<file path="config.mk">
export PLATFORM = sky130hd
export DESIGN_NAME = poly_add_seq
export DESIGN_NICKNAME = d
export VERILOG_FILES = /design/src/rtl/poly_arith_pkg.sv /design/src/rtl/mod_add.sv /design/src/rtl/poly_add_seq.sv
export SDC_FILE = /design/constraint.sdc
export NUM_CORES = 1
export LEC_CHECK = 0
export BUFFER_PORTS_ARGS = -buffer_cell sky130_fd_sc_hd__buf_4
export CELL_PAD_IN_SITES_DETAIL_PLACEMENT = 1
export CELL_PAD_IN_SITES_GLOBAL_PLACEMENT = 1
export CORE_UTILIZATION = 36
export DETAILED_ROUTE_END_ITERATION = 8
export PLACE_DENSITY = 0.8
export SLEW_MARGIN = 20
export SYNTH_ARGS = -nofsm -noshare
export SYNTH_HDL_FRONTEND = slang
export SYNTH_HIERARCHICAL = 1
export SYNTH_SLANG_ARGS = --single-unit
</file>
<file path="constraint.sdc">
create_clock -name clk -period 1.9 [get_ports clk]
set_input_delay 0.19 -clock clk [delete_from_list [all_inputs] [get_ports clk]]
set_output_delay 0.19 -clock clk [all_outputs]
set_load 0.01 [all_outputs]
</file>
<file path="src/rtl/poly_arith_pkg.sv">
// Shared ML-KEM polynomial arithmetic types: modulus, coefficient/index types,
// sequencer states and the read-pipeline payload.
package poly_arith_pkg;

  localparam int unsigned COEFF_W = 12;
  localparam int unsigned Q       = 3329;
  localparam int unsigned POLY_N  = 256;
  localparam int unsigned IDX_W   = 8;
  localparam int unsigned RAM_LAT = 1;
  localparam int unsigned ADD_LAT = 2;

  typedef logic [COEFF_W-1:0] coeff_t;
  typedef logic [IDX_W-1:0]   poly_idx_t;

  typedef enum logic [1:0] {
    S_IDLE  = 2'd0,
    S_RUN   = 2'd1,
    S_DRAIN = 2'd2,
    S_DONE  = 2'd3
  } seq_state_t;

  typedef struct packed {
    logic      valid;
    poly_idx_t addr;
  } rd_tag_t;

endpackage

</file>
<file path="src/rtl/mod_add.sv">
// Two-stage modular adder: (a + b) mod Q for operands already reduced below Q.
module mod_add
  import poly_arith_pkg::*;
(
  input  logic   clk,
  input  logic   rst,
  input  logic   valid_i,
  input  coeff_t a_i,
  input  coeff_t b_i,
  output logic   valid_o,
  output coeff_t result_o,
  output logic   pend_o
);

  localparam int unsigned SUM_W = COEFF_W + 1;

  logic             r_v1;
  logic [SUM_W-1:0] r_sum;
  logic             r_v2;
  coeff_t           r_res;

  // Stage 1 forms the raw sum, stage 2 applies the single conditional subtract.
  always_ff @(posedge clk) begin
    if (rst) begin
      r_v1  <= 1'b0;
      r_sum <= '0;
      r_v2  <= 1'b0;
      r_res <= '0;
    end else begin
      r_v1  <= valid_i;
      r_sum <= SUM_W'(a_i) + SUM_W'(b_i);
      r_v2  <= r_v1;
      r_res <= (r_sum >= SUM_W'(Q)) ? COEFF_W'(r_sum - SUM_W'(Q)) : COEFF_W'(r_sum);
    end
  end

  assign valid_o  = r_v2;
  assign result_o = r_res;
  assign pend_o   = r_v1;

endmodule

</file>
<file path="src/rtl/poly_add_seq.sv">
// Streams a whole polynomial pair from the coefficient RAMs through mod_add and
// writes the results back. Define POLY_ADD_SUB_EN to add op_sub_i (a - b mod Q).
module poly_add_seq
  import poly_arith_pkg::*;
(
  input  logic      clk,
  input  logic      rst,
  input  logic      start_i,
`ifdef POLY_ADD_SUB_EN
  input  logic      op_sub_i,
`endif
  input  logic      stall_i,
  output logic      busy_o,
  output logic      done_o,
  output logic      rd_en_o,
  output poly_idx_t rd_addr_o,
  input  coeff_t    a_rdata_i,
  input  coeff_t    b_rdata_i,
  output logic      wr_en_o,
  output poly_idx_t wr_addr_o,
  output coeff_t    wr_data_o
);

  seq_state_t r_state, w_state_nxt;
  poly_idx_t  r_index, w_index_nxt;
  logic       r_op_sub, w_op_sub_nxt, w_op_sub_start;
  logic       w_issue;
  logic       w_rd_pend;
  logic       w_add_pend;
  logic       w_add_valid;
  coeff_t     w_add_result;
  coeff_t     w_b_eff;
  rd_tag_t    r_rd_pipe [RAM_LAT];
  poly_idx_t  r_wr_addr [ADD_LAT];

`ifdef POLY_ADD_SUB_EN
  assign w_op_sub_start = op_sub_i;
`else
  assign w_op_sub_start = 1'b0;
`endif

  always_comb begin
    w_rd_pend = 1'b0;
    for (int unsigned k = 0; k < RAM_LAT; k++) begin
      w_rd_pend = w_rd_pend | r_rd_pipe[k].valid;
    end
  end

  // Next-state logic; DRAIN exits once only the write stage can still be valid,
  // so done_o lands one cycle after the final write.
  always_comb begin
    w_state_nxt  = r_state;
    w_index_nxt  = r_index;
    w_op_sub_nxt = r_op_sub;
    w_issue      = 1'b0;
    case (r_state)
      S_IDLE: begin
        if (start_i) begin
          w_state_nxt  = S_RUN;
          w_index_nxt  = '0;
          w_op_sub_nxt = w_op_sub_start;
        end
      end
      S_RUN: begin
        if (!stall_i) begin
          w_issue     = 1'b1;
          w_index_nxt = r_index + IDX_W'(1);
          if (r_index == IDX_W'(POLY_N - 1)) begin
            w_state_nxt = S_DRAIN;
          end
        end
      end
      S_DRAIN: begin
        if (!w_rd_pend && !w_add_pend) begin
          w_state_nxt = S_DONE;
        end
      end
      S_DONE: begin
        w_state_nxt = S_IDLE;
      end
      default: begin
        w_state_nxt = S_IDLE;
      end
    endcase
  end

  always_ff @(posedge clk) begin
    if (rst) begin
      r_state  <= S_IDLE;
      r_index  <= '0;
      r_op_sub <= 1'b0;
    end else begin
      r_state  <= w_state_nxt;
      r_index  <= w_index_nxt;
      r_op_sub <= w_op_sub_nxt;
    end
  end

  // Read tag line tracks RAM latency; address line tracks mod_add latency.
  always_ff @(posedge clk) begin
    if (rst) begin
      for (int unsigned k = 0; k < RAM_LAT; k++) r_rd_pipe[k] <= '0;
      for (int unsigned k = 0; k < ADD_LAT; k++) r_wr_addr[k] <= '0;
    end else begin
      r_rd_pipe[0] <= '{valid: w_issue, addr: r_index};
      for (int unsigned k = 1; k < RAM_LAT; k++) r_rd_pipe[k] <= r_rd_pipe[k-1];
      r_wr_addr[0] <= r_rd_pipe[RAM_LAT-1].addr;
      for (int unsigned k = 1; k < ADD_LAT; k++) r_wr_addr[k] <= r_wr_addr[k-1];
    end
  end

  assign w_b_eff = (r_op_sub && (b_rdata_i != '0)) ? COEFF_W'(COEFF_W'(Q) - b_rdata_i)
                                                   : b_rdata_i;

  mod_add u_mod_add (
    .clk      (clk),
    .rst      (rst),
    .valid_i  (r_rd_pipe[RAM_LAT-1].valid),
    .a_i      (a_rdata_i),
    .b_i      (w_b_eff),
    .valid_o  (w_add_valid),
    .result_o (w_add_result),
    .pend_o   (w_add_pend)
  );

  assign busy_o    = (r_state != S_IDLE);
  assign done_o    = (r_state == S_DONE);
  assign rd_en_o   = w_issue;
  assign rd_addr_o = r_index;
  assign wr_en_o   = w_add_valid;
  assign wr_addr_o = r_wr_addr[ADD_LAT-1];
  assign wr_data_o = w_add_result;

endmodule

</file>
Yosys cells after proc, flatten, opt, wreduce, memory -nomap -nowiden
Memory sizes are Yosys's and may differ from the RTL's. Index checks and enable logic that the tools add are counted.

Muxes and demuxes: 18. Reduce and logical (&&, ||, !) cells: 9. Order comparisons: 1. Add/sub/neg operators: 3. Equal/unequal tests: 8. Bitwise logic cells: 2.

Operator list (count): 2-to-1 mux 8 bit (4); one-hot mux 8 bit (2 select lines) (1); adder 12 x 12 -> 13 bit (1); greater-or-equal comparator 13 x 12 -> 1 bit, second input constant (1); 2-to-1 mux 12 bit (1); subtractor 12 bit, second input constant (1); 2-to-1 mux 9 bit (1); OR reduction 9 bit (1); adder 8 x 1 -> 8 bit, second input constant (1); == test 8 bit, second input constant (1); 2-to-1 mux 2 bit (4); inequality test 2 bit, second input constant (4); one-hot mux 2 bit (4 select lines) (1); 2-to-1 mux 1 bit (6); == test 2 bit, second input constant (2); AND reduction 4 bit (1); nonzero test 2 bit (2); AND reduction 3 bit (1); == test 2 x 1 -> 1 bit, second input constant (1); zero test 1 bit (2); zero test 2 bit (1); bitwise OR 1 bit (2); logical AND 1 bit (1).

Flip-flop bits (word level): 37. Word-level logic and storage cells: 49. Bits in writable memories: 25. Memories kept: 2. Output and inout bits: 32. Input port bits: 28.

Memory list: r_wr_addr (depth 2, width 8, read ports 2, clocked after memory_dff 0, write ports 2, line poly_add_seq.sv:34) `poly_idx_t r_wr_addr [ADD_LAT];`; r_rd_pipe (depth 1, width 9, read ports 1, clocked after memory_dff 0, write ports 1, line poly_add_seq.sv:33) `rd_tag_t r_rd_pipe [RAM_LAT];`.

Logic depth before layout (Yosys ltp)
An unclocked memory read counts as a cell.

Depth in word-level cells: 5. Gate-level depth with buffers: 7. Mapped depth without buffers: 7.

Modules after synthesis
The synthesis kept the hierarchy.

Modules (own cells, without submodules): mod_add (seq. area each 540.5 µm², cells an instance 168, instances 1, area each 1530.2 µm²); poly_add_seq (seq. area each 700.7 µm², cells an instance 130, instances 1, area each 1317.5 µm²).

Worst setup path before layout
Ideal clock, no wire load.

Path type: input port to flip-flop. From: input a_rdata_i[0]. To: register u_mod_add.r_sum[10]. Arrival: 1.645 ns. Stages on the path: 7. Library setup time: 0.121 ns. Setup slack: 0.134 ns. Cells stage by stage: ha_1 fa_1 a21oi_1 o211ai_1 a211oi_1 o21bai_1 mux2_2.

Word-level cells in the longest chain between the ends: 1.

RTL lines: start, declared (line poly_add_seq.sv:17) `input coeff_t a_rdata_i,`; adder 12 x 12 -> 13 bit (line mod_add.sv:31) `r_sum <= SUM_W'(a_i) + SUM_W'(b_i);`; end signal, assigned (line mod_add.sv:31); end, declared (line mod_add.sv:18) `logic [SUM_W-1:0] r_sum;`.

Every way passes these cells. A chain may end at the register's enable or synchronous reset.

Final worst setup path
From: register u_mod_add.r_sum[1]. To: register u_mod_add.r_res[3], in the netlist u_mod_add/result_o[3].

Word-level cells in the longest chain between the ends: 2. Elaborated cells on any way between the ends: 3. Classes of those cells: 1 x add/sub; 1 x order compare; 1 x mux.

RTL lines: subtractor 12 bit or greater-or-equal comparator 13 x 12 -> 1 bit (tied branches) (line mod_add.sv:33) `r_res <= (r_sum >= SUM_W'(Q)) ? COEFF_W'(r_sum - SUM_W'(Q)) : COEFF_W'(r_sum);`; 2-to-1 mux 12 bit (*) (line mod_add.sv:33); end signal, assigned (line mod_add.sv:33); end, declared (line mod_add.sv:20) `coeff_t r_res;`.

Mark *: on every way between the ends. The rest lies on a longest branch, timed or not.

==> run metrics <==
Vias 2273; GRT Total Usage 0.154; critical path class reg2reg; # port buffers 59; Yosys cell types 51; RSZ-0062 raised after global routing no; CTS Buf Count 9; Cell Area, Synth 2850 um2; Design Power 3710 uW; First DRT Iteration DRCs 45; hold crit path type in2reg; Area Growth Syn to Fin 27.1%; hold_sp stall_i; clock sink count 62; Worst setup SP type flip-flop; row count 32; Worst EP arrival 1.90 ns; worst r2r src u_mod_add/r_sum[1]; global routing met1 resource utilization 0.180; die width 90.9 um; Psw 1060 uW; met3 Use GR 0.0452; combinational share of power 0.216; Core ar. 7690 um2; Slew @ Worst Pin 0.594 ns; clk_lat worst skew 0.33 ns; Slew Limit Fails 0; initial antenna violation count 0; Max-Cap Viols 0; Seq pwr share 0.399; cell depth of the worst hold path 2; Total Die Area 8270 um2; Final Cell Area 3620 um2; FFs w/ async S/R, synth 0; Placed Area 3360 um2; Pre-antenna DRT Iters 4; P per Cell Area 1030 nW/um2; Critical Path Fanout Max 10; Synth Flop Type dfxtp_1; CTS HTree Levels 3; Net Count, Synth 347; antenna viol nets, final 0; Net count, final 406; Critical Path RT 2.10 ns; DP Worst Slack -0.147 ns; #FFs+latches synth 62; ant diodes 0; first-pass GRT wire length 10.2 mm; vias in the first global route 2243; maximum buffer depth of the clock tree 2; Post-Route WL 6.01 mm; WHS Endpoint r_rd_pipe[0][8]; yosys warns 6; worst r2r dst u_mod_add/result_o[3]; post-layout min period 1.70 ns; endpoint type of the worst setup path flip-flop; setup bufs post-CTS 0; Starting Density 0.370; commonest non-fill, non-tap cell in the layout buf_4; fin worst setup slack 0.201 ns; Worst slew margin 0.604; skew final 0.00818 ns; largest net degree at the start of global routing 63; post-synth top area cell dfxtp_1; DRC 0; status complete, no violations; clock root buffer clkbuf_8; synthesized area per cell 9.56 um2; clock slew at reported path FFs 0.08 ns; Seq/Total Area, Yosys 0.436; Final Hold Vio Count 0; top post-synthesis cells by area dfxtp_1, ha_1, nor2b_1; r2r worst-path depth 7; DR vias/cell 4.90; maximum VDD drop 0.418 mV; Max Freq 0.589 GHz; Post-synth EDFFs 0; RePlAce Congestion 0.782; Int Power 2650 uW; layout cells sized above 1 0.254; Tcrit/Tclk final 0.894; Post-DP HPWL 4.55 mm; GR Layer Usage met2 0.265; GR Overflow Total 0; Die Y 90.9 um; Synth top area share 0.436; Top Usage Layer GRT met2; commonest non-fill, non-tap cells in the layout buf_4, dfxtp_1, nor2_1, nor2b_1, ha_1; Setup-failing EPs final 0; Net Sw Frac 0.286; cells after synthesis 298; Ports 60; Reg2Reg Setup Slack 0.20 ns; LEAKAGE 0.00157 uW; clock share of power 0.384; Routed WL per cell 12.9 um; CTS tree done
-- layout make-up --
cell class / count / area (um2)
inverter: 11 / 41.3
clock inverter: 7 / 125
clock buffer: 9 / 124
timing repair buffer: 63 / 473
multi-input combinational: 210 / 1490
tap: 102 / 128
fill: 934 / 4070
sequential: 62 / 1240
-- sequential cells by signal, indices dropped and copies added (netlist names) --
| signal | count |
|---|---|
| r_rd_pipe | 9 |
| u_mod_add/result_o | 12 |
| r_wr_addr | 16 |
| r_state | 2 |
| u_mod_add/r_sum | 13 |
| u_mod_add/pend_o | 1 |
| u_mod_add/valid_o | 1 |
| rd_addr_o | 8 |
-- repair_timing --
item	4_1_cts	5_1_grt
resized for setup	0	2
hold buffers	0	0
setup endpoints to repair	0	1
-- worst max path at each step --
stage	endpoint	cells past startpoint	startpoint
after detailed placement	u_mod_add/r_sum[10]	8	a_rdata_i[0]
after global routing	u_mod_add/r_sum[10]	8	a_rdata_i[0]
after floorplan	u_mod_add/r_sum[10]	7	a_rdata_i[0]
after global placement	u_mod_add/r_sum[10]	8	a_rdata_i[0]
after CTS	u_mod_add/result_o[5]	7	u_mod_add/r_sum[1]
final	u_mod_add/result_o[3]	7	u_mod_add/r_sum[1]
-- power groups by stage --
stage	clock network (uW)	logic, uW	registers [uW]
detailed placement	0	803	1510
global route	1520	902	1500
finish	1430	802	1480
floorplan	0	520	1500
CTS	1470	809	1480
global placement	0	772	1500
-- cells by family after synthesis --
kind of cell / share of synthesized area
and+or+nand+nor: 0.205
muxes: 0.0127
adders and majority gates: 0.0949
xor gates and xnor gates: 0.0646
AOI/OAI and AO/OA: 0.142
buffers and inverters: 0.0448
DFF: 0.436
-- through the flow --
stage	util	hold WS, ns	setup TNS (ns)	instances
finish	0.471	0.0691	0	464
global route	0.471	0.0505	0	464
CTS	0.470	0.0436	0	464
detailed placement	0.437	0.422	-0.147	448
global placement	0.437	0.417	-0.0495	448
floorplan	-	0.273	0	298
-- synth_stat cells, types with 2 or more instances --
library cell,number
and2_1,3
buf_4,8
xor2_1,17
nand4_1,5
a31o_2,2
clkbuf_1,7
dfxtp_1,62
nor2_1,35
nor3_1,9
o211ai_1,6
o21a_1,2
a21o_1,5
or3_1,2
o41ai_1,2
nand2_1,8
nor2b_1,30
a21oi_1,17
o21ai_0,9
ha_1,20
xnor2_1,4
nand3_1,2
inv_1,11
a211oi_1,3
o22ai_1,2
-- worst max-delay path, stage by stage (launching register included) --
cell	delay [ns]
dfxtp_2	0.39
inv_1	0.11
ha_1	0.21
nor2_1	0.18
a31oi_4	0.18
o21ai_0	0.26
xor2_1	0.18
nor2_1	0.06
-- routing by layer --
metal | share of wire | vias up
met1 | 0.45 | 1076
met2 | 0.50 | 46
met5 | 0 | -
met3 | 0.037 | 9
li1 | - | 1142
met4 | 0.016 | 0
Power figures use the tool's default switching activity.
